==> src/rtl/ysyx_24080014_wb_ctrl.sv <==
// Write-back controller: picks the rd source, waits for LSU load data, drives the RF write port and commit pulse.
// Optional load-timeout watchdog is enabled by defining WB_TIMEOUT_EN.
module ysyx_24080014_wb_ctrl #(
  parameter int TIMEOUT_CYCLES = 256
) (
  input  logic        clk,
  input  logic        rst,
  input  logic        in_valid,
  output logic        in_ready,
  input  logic [2:0]  in_rd_ctl,
  input  logic        in_rd_wen,
  input  logic [4:0]  in_rd_addr,
  input  logic [31:0] in_pc,
  input  logic [31:0] in_alu_out,
  input  logic [31:0] in_imm,
  input  logic [31:0] in_rs1_data,
  input  logic [31:0] in_csr_data,
  input  logic        ld_rvalid,
  input  logic [31:0] ld_rdata,
  output logic        ld_rready,
  output logic        rf_wen,
  output logic [4:0]  rf_waddr,
  output logic [31:0] rf_wdata,
  output logic        commit,
  output logic [31:0] commit_pc,
  output logic        busy,
  output logic        timeout_err
);

  typedef enum logic [1:0] {IDLE, LOAD_WAIT, WRITE} state_e;

  localparam logic [2:0] CTL_PC     = 3'b000;
  localparam logic [2:0] CTL_PC_ADD = 3'b001;
  localparam logic [2:0] CTL_ALU    = 3'b010;
  localparam logic [2:0] CTL_IMM    = 3'b011;
  localparam logic [2:0] CTL_LOAD   = 3'b100;
  localparam logic [2:0] CTL_RS1    = 3'b101;
  localparam logic [2:0] CTL_CSR    = 3'b110;
  localparam logic [2:0] CTL_NONE   = 3'b111;

  state_e      state_q, state_d;
  logic [4:0]  rd_addr_q, rd_addr_d;
  logic        rd_wen_q, rd_wen_d;
  logic [2:0]  rd_ctl_q, rd_ctl_d;
  logic [31:0] pc_q, pc_d;
  logic [31:0] wdata_q, wdata_d;
  logic        kill_q, kill_d;    // suppresses the RF write of a timed-out load
  logic        terr_q, terr_d;
  logic        accept;
  logic [31:0] src_mux;

  assign in_ready = (state_q != LOAD_WAIT) && !rst;
  assign accept   = in_valid && in_ready;

  always_comb begin
    src_mux = 32'h0;
    case (in_rd_ctl)
      CTL_PC:     src_mux = in_pc;
      CTL_PC_ADD: src_mux = in_pc + 32'd4;
      CTL_ALU:    src_mux = in_alu_out;
      CTL_IMM:    src_mux = in_imm;
      CTL_RS1:    src_mux = in_rs1_data;
      CTL_CSR:    src_mux = in_csr_data;
      default:    src_mux = 32'h0;
    endcase
  end

`ifdef WB_TIMEOUT_EN
  localparam int CW = $clog2(TIMEOUT_CYCLES + 1);
  logic [CW-1:0] cnt_q, cnt_d;
`else
  logic unused_cfg;
  assign unused_cfg = (TIMEOUT_CYCLES != 0);
`endif

  always_comb begin
    state_d   = state_q;
    rd_addr_d = rd_addr_q;
    rd_wen_d  = rd_wen_q;
    rd_ctl_d  = rd_ctl_q;
    pc_d      = pc_q;
    wdata_d   = wdata_q;
    kill_d    = kill_q;
    terr_d    = terr_q;
`ifdef WB_TIMEOUT_EN
    cnt_d     = cnt_q;
`endif
    case (state_q)
      IDLE, WRITE: begin
        if (accept) begin
          rd_addr_d = in_rd_addr;
          rd_wen_d  = in_rd_wen;
          rd_ctl_d  = in_rd_ctl;
          pc_d      = in_pc;
          wdata_d   = src_mux;
          kill_d    = 1'b0;
          state_d   = (in_rd_ctl == CTL_LOAD) ? LOAD_WAIT : WRITE;
`ifdef WB_TIMEOUT_EN
          cnt_d     = '0;
`endif
        end else begin
          state_d = IDLE;
        end
      end
      LOAD_WAIT: begin
        if (ld_rvalid) begin
          wdata_d = ld_rdata;
          state_d = WRITE;
        end
`ifdef WB_TIMEOUT_EN
        else if (cnt_q == CW'(TIMEOUT_CYCLES - 1)) begin
          kill_d  = 1'b1;
          terr_d  = 1'b1;
          state_d = WRITE;
        end else begin
          cnt_d = cnt_q + CW'(1);
        end
`endif
      end
      default: state_d = IDLE;
    endcase
  end

  always_ff @(posedge clk) begin
    if (rst) begin
      state_q   <= IDLE;
      rd_addr_q <= '0;
      rd_wen_q  <= 1'b0;
      rd_ctl_q  <= '0;
      pc_q      <= '0;
      wdata_q   <= '0;
      kill_q    <= 1'b0;
      terr_q    <= 1'b0;
`ifdef WB_TIMEOUT_EN
      cnt_q     <= '0;
`endif
    end else begin
      state_q   <= state_d;
      rd_addr_q <= rd_addr_d;
      rd_wen_q  <= rd_wen_d;
      rd_ctl_q  <= rd_ctl_d;
      pc_q      <= pc_d;
      wdata_q   <= wdata_d;
      kill_q    <= kill_d;
      terr_q    <= terr_d;
`ifdef WB_TIMEOUT_EN
      cnt_q     <= cnt_d;
`endif
    end
  end

  assign ld_rready   = (state_q == LOAD_WAIT);
  assign busy        = (state_q != IDLE);
  assign commit      = (state_q == WRITE);
  assign rf_wen      = commit && rd_wen_q && (rd_addr_q != 5'd0) && (rd_ctl_q != CTL_NONE) && !kill_q;
  assign rf_waddr    = rd_addr_q;
  assign rf_wdata    = wdata_q;
  assign commit_pc   = pc_q;
`ifdef WB_TIMEOUT_EN
  assign timeout_err = terr_q;
`else
  assign timeout_err = 1'b0;
`endif

endmodule
==> config.mk <==
export PLATFORM = sky130hd
export DESIGN_NAME = ysyx_24080014_wb_ctrl
export DESIGN_NICKNAME = d
export VERILOG_FILES = /design/src/rtl/ysyx_24080014_wb_ctrl.sv
export SDC_FILE = /design/constraint.sdc
export NUM_CORES = 1
export LEC_CHECK = 0
export ABC_AREA = 0
export CAP_MARGIN = 5
export CORE_MARGIN = 5
export CORE_UTILIZATION = 40
export CTS_BUF_LIST = sky130_fd_sc_hd__clkbuf_4 sky130_fd_sc_hd__clkbuf_8 sky130_fd_sc_hd__clkbuf_16
export DETAILED_ROUTE_END_ITERATION = 6
export PLACE_DENSITY = 0.81
export SLEW_MARGIN = 0
export SYNTH_ARGS = -nofsm -noshare
export SYNTH_HDL_FRONTEND = slang
export SYNTH_SLANG_ARGS = --single-unit
==> constraint.sdc <==
create_clock -name clk -period 4 [get_ports clk]
set_clock_uncertainty 0.2 [all_clocks]
set_input_delay 1.2 -clock clk [delete_from_list [all_inputs] [get_ports clk]]
set_output_delay 1.2 -clock clk [all_outputs]
set_load 0.05 [all_outputs]
# Word level (Yosys, flattened, before mapping)
# Index checks and enable logic that the tools add are counted.
[totals] regBits=75 input_bits=205 output_inout_bits=75 wordCells=41
[classes] add_sub_neg=1 n_eq_ne=12 mux=8 n_reduce_logical=14
[op_table] cell="$pmux 32 s6" count=1
[op_table] cell="$mux 32" count=2
[op_table] cell="$pmux 32 s2" count=1
[op_table] cell="$add 32x3->32 const B" count=1
[op_table] cell="$eq 3x3->1 const B" count=3
[op_table] cell="$eq 3x2->1 const B" count=2
[op_table] cell="$mux 2" count=3
[op_table] cell="$logic_and 1x1->1" count=5
[op_table] cell="$reduce_bool 5->1" count=1
[op_table] cell="$ne 2x2->1 const B" count=2
[op_table] cell="$pmux 2 s2" count=1
[op_table] cell="$reduce_bool 2->1" count=2
[op_table] cell="$eq 3x1->1 const B" count=1
[op_table] cell="$logic_not 3->1" count=1
[op_table] cell="$ne 3x3->1 const B" count=1
[op_table] cell="$reduce_and 3->1" count=1
[op_table] cell="$eq 2x1->1 const B" count=1
[op_table] cell="$eq 2x2->1 const B" count=1
[op_table] cell="$logic_not 2->1" count=1
[op_table] cell="$ne 2x1->1 const B" count=1
[op_table] cell="$reduce_and 2->1" count=1
[op_table] cell="$reduce_or 2->1" count=1
[op_table] cell="$logic_not 1->1" count=1

# Depth between registers and ports, before layout
[depth] word_depth=5 mapped_depth=9

# Least setup slack after synthesis
# No wires, ideal clock.
[synth_path] kind="input port to output port" start="in rst" end="out in_ready" t_arrival_ns=2.268 setup_slack_ns=0.332 cell_stages=3 n_path_buf=2 path_cell_list="clkbuf_1 > clkbuf_1 > nor2_1"
[synth_via] elab_chain_len=2
[synth_lines] element="from (decl)" line="7" source="input logic rst,"
[synth_lines] element="$logic_not 1->1" line="52" source="assign in_ready = (state_q != LOAD_WAIT) && !rst;"
[synth_lines] element="$logic_and 1x1->1" line="52"
[synth_lines] element="to (decl)" line="9" source="output logic in_ready,"
# No other way between the ends.

# Worst setup path after layout
[layout_path] start="reg state_q[1]" end="out rf_wen"
[layout_via] elab_chain_len=4
[layout_lines] element="from (decl)" line="41" source="state_e state_q, state_d;"
[layout_lines] element="from (signal assigned)" line="138" source="state_q <= state_d;"
[layout_lines] element="$eq 2x2->1" line="154" source="assign commit = (state_q == WRITE);"
[layout_lines] element="$logic_and 1x1->1 (3 in a row)" line="155" source="assign rf_wen = commit && rd_wen_q && (rd_addr_q != 5'd0) && (rd_ctl_q != CTL_NONE) && !kill_q;"
[layout_lines] element="to (decl)" line="21" source="output logic rf_wen,"
# No other way between the ends.

==> flow_metrics.tcl <==
set metrics [dict create \
    start_util_pct 40.3 \
    die-width_microns 122 \
    p_leak_nw 3.04 \
    totalPowerFinal_mw 2.53 \
    post-synth-top-area-fraction_pct 29.7 \
    setup_fix_bufs_post_cts 0 \
    antenna_cells_inserted 0 \
    rows 41 \
    cts_hold_buf 0 \
    critical_path_class "reg2out" \
    areaGrowthSynthToFinish_pct 66.8 \
    cts-buffers-inserted 9 \
    cp_required_ns 2.60 \
    worst-endpoint-arrival_ns 2.19 \
    register_bit_count_reported_by_yosys 75 \
    synth_top_family_by_area "compound AO/OA/AOI/OAI gates" \
    detail_route.vias_per_cell 5.99 \
    synth.cell_area_sq_mm 0.00505 \
    drt_pass1_iterations 6 \
    cts_buffer_depth 2 \
    cts_tree "built" \
    max_clock_freq_mhz 278 \
    synthesis.yosys.warnings 0 \
    grt_max_degree 80 \
    cp_slowest_cell "clkdlybuf4s50_1" \
    drcViolationCount 0 \
    worstSetupEndpointType "output pin" \
    grt_first_pass_wirelength_microns 37500 \
    cap_violations 0 \
    worstSetupStartpointType "register" \
    number_of_routed_nets_with_antenna_violations 0 \
    synthesis.area_per_instance_sq_um 7.45 \
    synth_commonest_cells "108 x nand2_1, 82 x o21ai_0, 75 x dfxtp_1, 52 x clkbuf_1, 40 x nor2_1" \
    drt_first_iter_violations 792 \
    clock_latency_reported_for_the_late_side_of_the_worst_skew_pair_ns 0.34 \
    placeableCoreArea_sq_mm 0.0125 \
    fp.dieArea_sq_mm 0.0150 \
    first_global_vias 6715 \
    slew_headroom_pct 30.4 \
    num-nets-final 1151 \
    postSynthCellCount 678 \
    synth_area_in_xor_xnor_pct 2.95 \
    hpwlAfterDp_microns 19500 \
    detail_route.wl_per_cell_microns 22.5 \
    nFillCells 1142 \
    io-pin-count 280 \
    syn-num-nets 884 \
    finalCritPeriodShare_pct 89.9 \
    grt_overflow_total 0 \
    most_common_flop_cell_mapped_by_yosys "dfxtp_1" \
    place.gp.congestion 0.993 \
    rrSetupSlack_ns 1.71 \
    seq_area_frac_synth_pct 29.7 \
    buffer_ports.inserted 278 \
    finalHoldViolations 0 \
    muxShareOfSynthArea_pct 6.47 \
    path_max_fanout 4 \
    finalMaxSlewViolations 0 \
    synth_area_leader_cell "dfxtp_1" \
    post-synth-top-count-cell "nand2_1" \
    tritoncts_num_sinks 75 \
    timing.final.setup_violations 0 \
    number_of_antenna_violations_at_the_first_check_in_global_routing 1 \
    final_wirelength_microns 25200 \
    crit_chain "nor2b_1 -> nand3_1 -> a21oi_1 -> clkdlybuf4s50_1" \
    num_vias 6717 \
    worst_hold_path_type "reg2reg" \
    synth-edff-count 0 \
    outcome "finished, final reports clean" \
    root_buffer "clkbuf_16" \
    cts_repair_resize_count 0 \
    place_inst 1106 \
    vdd.ir_drop.worst_mv 0.203 \
    synth-compound-area-share_pct 30.9 \
    cts.reportedPaths.clkPinSlew_ns 0.06 \
    pwr_density_cell_mw_per_mm2 301 \
    worst_path_largest_cell_delay_ns 0.81 \
    fraction_of_layout_instances_using_a_drive_strength_above_1_pct 9.59 \
    synthAdderAreaFrac_pct 0.248 \
    post_route_minimum_period_ns 3.59 \
    synthSimpleGateAreaFrac_pct 23.5 \
    floorplan.die.height_microns 122 \
    tightest_slew_ns 1.04 \
    grt_util_all_layers_pct 32.8 \
    synthArstFlopShare_pct 0 \
    fin_tns_setup_ns 0 \
    clock_tree.htree_level_count 3 \
    grt_setup_unrepaired "false" \
    synth.distinct_cells 59 \
    final_cells 1121 \
    yosys-top-cells-area "dfxtp_1 30%, o21ai_0 8.1%, nand2_1 8.0%" \
]
## path summary, 6_finish.rpt
check,startpoint,end,cells after the start
worst max-delay path,state_q[1],rf_wen,4
worst max register to register,state_q[0],rf_wdata[22],6
worst min register to register,commit_pc[31],commit_pc[31],2
worst min-delay path,commit_pc[31],commit_pc[31],2
## cell type report
| cell class | count | area (sq um) | share of cell area [%] |
|---|---|---|---|
| timing repair buffer | 323 | 3130 | 37.2 |
| inverter | 8 | 30.0 | 0.357 |
| clock inverter | 2 | 10.0 | 0.119 |
| sequential | 75 | 1500 | 17.8 |
| clock buffer | 13 | 274 | 3.25 |
| multi-input combinational | 528 | 3260 | 38.7 |
| tap | 172 | 215 | 2.56 |
## where the power goes
group	leakage (nW)	total [mW]	switching (mW)	internal [mW]
combinational	2.28	0.902	0.501	0.401
sequential	0.620	0.835	0.0316	0.804
clock	0.145	0.796	0.323	0.472
## layer usage
layer / track usage, % / wire, microns
met1: 41.2 / 9850
met2: 53.1 / 11700
met3: 9.26 / 2740
met4: 12.6 / 937
met5: 0 / 13
## flip-flops by register name, indices dropped and copies added (netlist names)
name and cells:
state_q 2, rd_wen_q 1, commit_pc 32, rf_wdata 32
rf_waddr 5, rd_ctl_q 3
## metrics by stage
step                utilization [%]  hold WS [ns]  instance area [sq um]  setup slack, ns
finish                         67.3         0.257                   8420            0.405
global route                   67.3         0.275                   8420            0.327
CTS                            67.3         0.258                   8420            0.391
detailed placement             65.0         0.250                   8140            0.215
global placement               65.0         0.244                   8140            0.278
floorplan                         -         0.236                   5050            0.332
## cells by family (layout without fill, tap and decap cells)
logic type,count (synthesis),after routing
compound gates,226,226
xor+xnor,17,17
fa+ha+maj,1,1
buf+inv,75,346
flops,75,75
mux,31,31
other cells,1,1
simple gates,252,252
## placed cells by master, fill, tap and decap left out, types with 7 or more instances in the layout
| master | count |
|---|---|
| a211oi_1 | 11 |
| a21oi_1 | 23 |
| a221o_1 | 26 |
| a221oi_1 | 27 |
| a31oi_1 | 7 |
| buf_4 | 44 |
| clkbuf_16 | 9 |
| clkdlybuf4s50_1 | 275 |
| dfxtp_1 | 75 |
| mux2_2 | 13 |
| mux2i_1 | 18 |
| nand2_1 | 108 |
| nand3_1 | 25 |
| nand4_1 | 9 |
| nor2_1 | 40 |
| nor3_1 | 16 |
| nor4_1 | 15 |
| o21ai_0 | 82 |
| xor2_1 | 11 |
## worst max-delay path, delay by kind of cell, from the launching register on
family	cells	cell delay [ns]
AND/OR/NAND/NOR	2	0.50
flip-flops	1	0.39
buffers and inverters	1	0.81
AO/OA/AOI/OAI	1	0.15
Power figures use the tool's default switching activity.
